`src/rtl/commit_ctrl.sv`:
```
`default_nettype none
// ============================================================================
// Module   : commit_ctrl
// Purpose  : In-order retirement sequencer (ROB head -> register file commit,
//            store handshake, mispredict clear/redirect with flush window).
//            Optional perf counters enabled by COMMIT_CTRL_PERF_EN.
// Revision : 1.0
// ============================================================================
module commit_ctrl #(
    parameter int TAG_W        = 4,
    parameter int XLEN         = 32,
    parameter int FLUSH_CYCLES = 2
) (
    input  logic             clk,
    input  logic             rst_n,
    input  logic             rdy,
    input  logic             head_valid,
    output logic             head_ready,
    input  logic [TAG_W-1:0] head_tag,
    input  logic [1:0]       head_kind,
    input  logic [4:0]       head_rd,
    input  logic [XLEN-1:0]  head_val,
    input  logic             head_mispredict,
    input  logic [XLEN-1:0]  head_target,
    output logic             st_req,
    output logic [TAG_W-1:0] st_tag,
    input  logic             st_done,
    output logic             commit_sig,
    output logic [4:0]       commit_reg,
    output logic [XLEN-1:0]  commit_val,
    output logic [TAG_W-1:0] commit_rob_tag,
    output logic             clear,
    output logic             redirect_valid,
    output logic [XLEN-1:0]  redirect_pc
`ifdef COMMIT_CTRL_PERF_EN
    ,
    output logic [31:0]      perf_retired,
    output logic [15:0]      perf_flushes
`endif
);

    localparam int                CNT_W    = (FLUSH_CYCLES > 1) ? $clog2(FLUSH_CYCLES) : 1;
    localparam logic [CNT_W-1:0]  CNT_LOAD = CNT_W'(FLUSH_CYCLES - 1);
    localparam logic [1:0]        KIND_REG = 2'b00;
    localparam logic [1:0]        KIND_ST  = 2'b01;
    localparam logic [1:0]        KIND_BR  = 2'b10;

    typedef enum logic [1:0] {
        S_RUN     = 2'd0,
        S_ST_WAIT = 2'd1,
        S_FLUSH   = 2'd2
    } state_t;

    state_t            state_q;
    logic [CNT_W-1:0]  cnt_q;
    logic              st_req_q;
    logic [TAG_W-1:0]  st_tag_q;
    logic              commit_sig_q;
    logic [4:0]        commit_reg_q;
    logic [XLEN-1:0]   commit_val_q;
    logic [TAG_W-1:0]  commit_tag_q;
    logic              clear_q;
    logic              redir_valid_q;
    logic [XLEN-1:0]   redir_pc_q;

    logic pop;
    logic run_pop;
    logic is_wb;
    logic is_mis;

    // Gated by rst_n so the pop strobe drops the instant reset asserts.
    always_comb begin
        head_ready = 1'b0;
        case (state_q)
            S_RUN:     head_ready = rdy && head_valid && (head_kind != KIND_ST);
            S_ST_WAIT: head_ready = rdy && st_done;
            default:   head_ready = 1'b0;
        endcase
        head_ready = head_ready && rst_n;
    end

    assign pop     = head_valid && head_ready;
    assign run_pop = pop && (state_q == S_RUN);
    assign is_wb   = (head_kind == KIND_REG) || (head_kind == KIND_BR);
    assign is_mis  = (head_kind == KIND_BR) && head_mispredict;

    always_ff @(posedge clk or negedge rst_n) begin
        if (!rst_n) begin
            state_q       <= S_RUN;
            cnt_q         <= '0;
            st_req_q      <= 1'b0;
            st_tag_q      <= '0;
            commit_sig_q  <= 1'b0;
            commit_reg_q  <= '0;
            commit_val_q  <= '0;
            commit_tag_q  <= '0;
            clear_q       <= 1'b0;
            redir_valid_q <= 1'b0;
            redir_pc_q    <= '0;
        end else begin
            commit_sig_q  <= 1'b0;
            clear_q       <= 1'b0;
            redir_valid_q <= 1'b0;
            if (rdy) begin
                if (run_pop && is_wb) begin
                    commit_sig_q <= (head_rd != 5'd0);
                    commit_reg_q <= head_rd;
                    commit_val_q <= head_val;
                    commit_tag_q <= head_tag;
                end
                if (run_pop && is_mis) begin
                    clear_q       <= 1'b1;
                    redir_valid_q <= 1'b1;
                    redir_pc_q    <= head_target;
                end
                case (state_q)
                    S_RUN: begin
                        if (run_pop && is_mis) begin
                            state_q <= S_FLUSH;
                            cnt_q   <= CNT_LOAD;
                        end else if (head_valid && (head_kind == KIND_ST)) begin
                            state_q  <= S_ST_WAIT;
                            st_req_q <= 1'b1;
                            st_tag_q <= head_tag;
                        end
                    end
                    S_ST_WAIT: begin
                        if (st_done) begin
                            state_q  <= S_RUN;
                            st_req_q <= 1'b0;
                        end
                    end
                    S_FLUSH: begin
                        if (cnt_q == '0) begin
                            state_q <= S_RUN;
                        end else begin
                            cnt_q <= cnt_q - CNT_W'(1);
                        end
                    end
                    default: state_q <= S_RUN;
                endcase
            end
        end
    end

    assign st_req         = st_req_q;
    assign st_tag         = st_tag_q;
    assign commit_sig     = commit_sig_q;
    assign commit_reg     = commit_reg_q;
    assign commit_val     = commit_val_q;
    assign commit_rob_tag = commit_tag_q;
    assign clear          = clear_q;
    assign redirect_valid = redir_valid_q;
    assign redirect_pc    = redir_pc_q;

`ifdef COMMIT_CTRL_PERF_EN
    logic [31:0] perf_retired_q;
    logic [15:0] perf_flushes_q;

    // pop already implies rdy, so both counters freeze while rdy=0.
    always_ff @(posedge clk or negedge rst_n) begin
        if (!rst_n) begin
            perf_retired_q <= '0;
            perf_flushes_q <= '0;
        end else begin
            if (pop) begin
                perf_retired_q <= perf_retired_q + 32'd1;
            end
            if (run_pop && is_mis) begin
                perf_flushes_q <= perf_flushes_q + 16'd1;
            end
        end
    end

    assign perf_retired = perf_retired_q;
    assign perf_flushes = perf_flushes_q;
`endif

endmodule
`default_nettype wire

```
`config.mk`:
```
export PLATFORM = sky130hd
export DESIGN_NAME = commit_ctrl
export DESIGN_NICKNAME = d
export VERILOG_FILES = /design/src/rtl/commit_ctrl.sv
export SDC_FILE = /design/constraint.sdc
export NUM_CORES = 1
export LEC_CHECK = 0
export BUFFER_PORTS_ARGS = -buffer_cell sky130_fd_sc_hd__buf_2
export CORE_ASPECT_RATIO = 0.5
export CORE_MARGIN = 5
export CORE_UTILIZATION = 49
export DETAILED_ROUTE_END_ITERATION = 8
export GPL_TIMING_DRIVEN = 1
export PLACE_DENSITY = 0.85
export SLEW_MARGIN = 20
export SYNTH_ARGS = -nofsm -noshare
export SYNTH_HDL_FRONTEND = slang
export SYNTH_SLANG_ARGS = --single-unit
```
`constraint.sdc`:
```
create_clock -name clk -period 2.93 [get_ports clk]
set_clock_uncertainty 0.15 [all_clocks]
set_input_delay 0.293 -clock clk [delete_from_list [all_inputs] [get_ports clk]]
set_output_delay 0.293 -clock clk [all_outputs]
set_load 0.03 [all_outputs]
```
==> impl_summary.md <==
Clocking
In this run the deepest clock path goes through 2 buffers. The clock-pin slew reported for the worst setup and hold paths after clock tree synthesis is 60 ps. The clock latency reported for the late side of the worst-skew pair is 330 ps. The number of setup buffers added after CTS is 0. The root cell of the clock tree is clkbuf_16. After clock tree synthesis, the repair step resized 0 gates. TritonCTS built the clock tree.

The total clock buffers created by CTS is 9. The depth of the CTS H-tree is 3. The post-cts hold buffer count is 1. For this design, the sink count on the clock tree is 83.

Logic synthesis
The gate count after technology mapping is roughly 200. After synthesis the netlist holds a flip-flop and latch count of 83. Yosys printed 0 warnings. Summed over all instances, the cell type with the most area after synthesis is dfrtp_1.

Summing every instance area after synthesis gives 3230 um2. For this run, the leading register cell type out of synthesis is dfrtp_1. The part of the Yosys area used for sequential elements is 0.644. Of the post-synthesis cell area, the dominant cell type holds 0.644. After synthesis, the cell types taking the most area are dfrtp_1 64%, mux2_2 24%, mux2_4 1.9%. Counting flops with a built-in enable in the synthesized netlist gives 0.

The proportion of register bits with asynchronous set or reset after synthesis is 1.00. A synthesized cell averages between 15 and 20 um2. Synthesis instantiated 23 different standard cells from the library.

Counting every net in the synthesized netlist gives 276.

Finish
The antenna diode count is 0. The finished cells cover between 4000 and 5000 um2. From synthesis to final layout, the design area changed by 35.5%. The ratio of cells with drive above 1 in the final layout is 0.698. The share of the core filled with cells in the final layout is 0.702.

The layout filler cell count is 437. The number of nets in the layout is 444.

Run status
The run finished with clean final reports.

GRT
The number of antenna violations at the first check in global routing is 0. The number of global-route vias before repair is 2,473. Global routing finished with a remaining overflow of 0.

The overall routing resource usage is 0.193. The first global-routing pass estimated 12.4 mm of wire. Entering global routing, the biggest net connects 50 pins.

Power and ir drop
Dividing total power by cell area gives a power density of roughly 930 nW/um2. Total power for the finished layout comes to between 4 and 5 mW. Of the total power, the share spent switching nets is 0.362. The part of the power in the clock network is 0.259.

The net switching component of the power is around 1.5 mW. The peak ir drop on the vdd network is 0.516 mV. Summed over all cells, the static leakage comes to 2.32 nW.

The share of total power dissipated in sequential elements is 0.397. Of the total power, combinational logic draws 0.343. Cell internal power was estimated by the tool at approximately 2.6 mW.

Worst setup path
Traced cell by cell, the critical path runs through dlygate4sd3_1 -> buf_4 -> nand4_4 -> mux2_1. Along the worst path, the maximum fanout reaches 42. For this run, the slowest stage of the critical path takes 670 ps. The worst setup path category is input port to flip-flop. Among all stages on the critical path, the largest delay is contributed by nand4_4. The number of buffers and inverters on the critical path is 2.

The data required time at the worst endpoint is 2990 ps. The endpoint kind of the worst setup timing path is a flip-flop. The endpoint arrival time on the critical path is 2510 ps.

The kind of cell adding the most delay to the critical path is buffers and inverters. The startpoint class of the critical path is an input port.

Timing
Setup slack closes at 485 ps. Setup violations remaining at the end of the flow were counted as 0. In the finished design, the share of the clock period the worst path needs comes to 0.834.

The final total negative setup slack is 0 ps. At the pin with the least slew margin, the transition time is 734 ps. Counting I/O delays and the setup requirement, the final critical path takes 2440 ps. The number of hold-slack violations in the final timing report is 0. Derived from the worst setup path, the maximum achievable clock frequency is 0.409 GHz. The max-slew headroom at the worst pin is 0.509.

The number of slew-limit violations in the final report is 0. Setup repair after global routing left no endpoint under its margin.

Placement
The worst slack at placement is roughly 630 ps. Summing all placed instances gives a cell area of between 4000 and 5000 um2. At the end of routability-driven placement, the weighted congestion stood at 0.777. Summed over all nets, the half-perimeter wirelength after detailed placement is 5.90 mm. The total of buffers placed on input and output ports is 162.

Floorplanning
The vertical extent of the die is 67.4 um. After floorplanning, the core was sized to cover between 6000 and 7000 um2. The number of placement rows is 20. The effective utilization at floorplan is 0.518. The chip width is 125 um. The number of primary I/O pins is 163.

The overall die area is 8410 um2.

Hold path
In this run the worst hold path is classified as input port to flip-flop.

Routing
The number of vias per cell is 4.86. For this block, the routed nets add up to about 7.7 mm of wire. Once detail routing completed, the nets flagged for antenna violations numbered 0. For this run, the detailed router's first-pass iteration total came to 4. In the final routed layout, each cell accounts on average for 16.9 um. After detailed routing, the number of remaining DRC violations is 0. The violation count after the first detailed-routing iteration is 94.

The routed layout has 2,213 vias.

Run
The number of maximum-capacitance constraint violations is 0.
-- logic make-up after synthesis --
logic type / count (synthesis) / synth area share
and+or+nand+nor: 16 / 0.0403
DFF: 83 / 0.644
muxes: 77 / 0.273
AOI/OAI and AO/OA: 8 / 0.0136
buffers and inverters: 11 / 0.0291
-- worst reg2reg max path: stages (launching register included) --
cell and delay [ps]:
dfrtp_1 430, and2b_1 290, nand4_4 580, mux2_1 590
-- final timing paths --
check	slack, ps	depth (start not counted)	endpoint	start
hold / removal	20	2	commit_val[29]	head_val[29]
setup / recovery	490	4	commit_val[30]	rst_n
max in group asynchronous	1330	3	commit_sig	rst_n
hold reg to reg	340	1	commit_val[29]	commit_val[29]
setup reg to reg	770	3	commit_val[30]	state_q[1]
min in group asynchronous	330	2	state_q[0]	rst_n
-- cells in the final DEF, fill, tap and decap left out --
cell and n:
a21o_1 1, a21oi_1 2, and2b_1 1, and2b_2 1
and3b_2 1, buf_2 161, buf_4 4, bufinv_16 1
clkbuf_1 3, clkbuf_16 9, clkinv_2 2, dfrtp_1 83
dlygate4sd3_1 1, inv_1 2, mux2_1 3, mux2_2 70
mux2_4 4, nand2_1 5, nand2b_1 1, nand4_4 1
nand4b_1 1, nand4bb_4 1, nor2_1 1, nor2_2 1
nor3_1 1, o21ai_0 4, o22ai_1 1, or3_1 1
-- area by class of cell --
| type | count | area, um2 | area share |
|---|---|---|---|
| timing repair buffer | 166 | 846 | 0.193 |
| clock buffer | 12 | 236 | 0.0541 |
| clock inverter | 3 | 40.0 | 0.00916 |
| multi-input combinational | 101 | 1060 | 0.241 |
| tap | 88 | 110 | 0.0252 |
| sequential | 83 | 2080 | 0.475 |
| inverter | 2 | 7.51 | 0.00172 |
-- stage by stage --
| step | hold slack (ps) | instances |
|---|---|---|
| 2_1_floorplan | -153 | 195 |
| 3_3_place_gp | 123 | 439 |
| 3_5_place_dp | 134 | 439 |
| 4_1_cts | 10.2 | 455 |
| 5_1_grt | 14.7 | 455 |
| 6_report | 22.0 | 455 |
-- synthesized netlist by cell type, types with 2 or more instances --
master,instances
buf_6,5
mux2_4,4
mux2_1,3
mux2_2,70
nand2_1,5
buf_4,4
inv_1,2
dfrtp_1,83
o21ai_0,4
a21oi_1,2
-- layer usage --
| layer | vias up | wire [um] | GRT usage |
|---|---|---|---|
| li1 | 1024 | - | - |
| met1 | 1092 | 2590 | 0.179 |
| met2 | 77 | 4510 | 0.392 |
| met3 | 20 | 425 | 0.0742 |
| met4 | 0 | 179 | 0.0751 |
| met5 | - | 0 | 0 |
-- power groups by stage --
stage / registers [mW] / clock network (mW) / logic [mW]
finish: 1.62 / 1.06 / 1.40
global route: 1.66 / 1.14 / 1.48
CTS: 1.62 / 1.09 / 1.42
detailed placement: 1.64 / 0 / 1.42
global placement: 1.61 / 0 / 1.38
floorplan: 2.24 / 0 / 0.313
No activity file was read; power rests on OpenSTA's default activity.
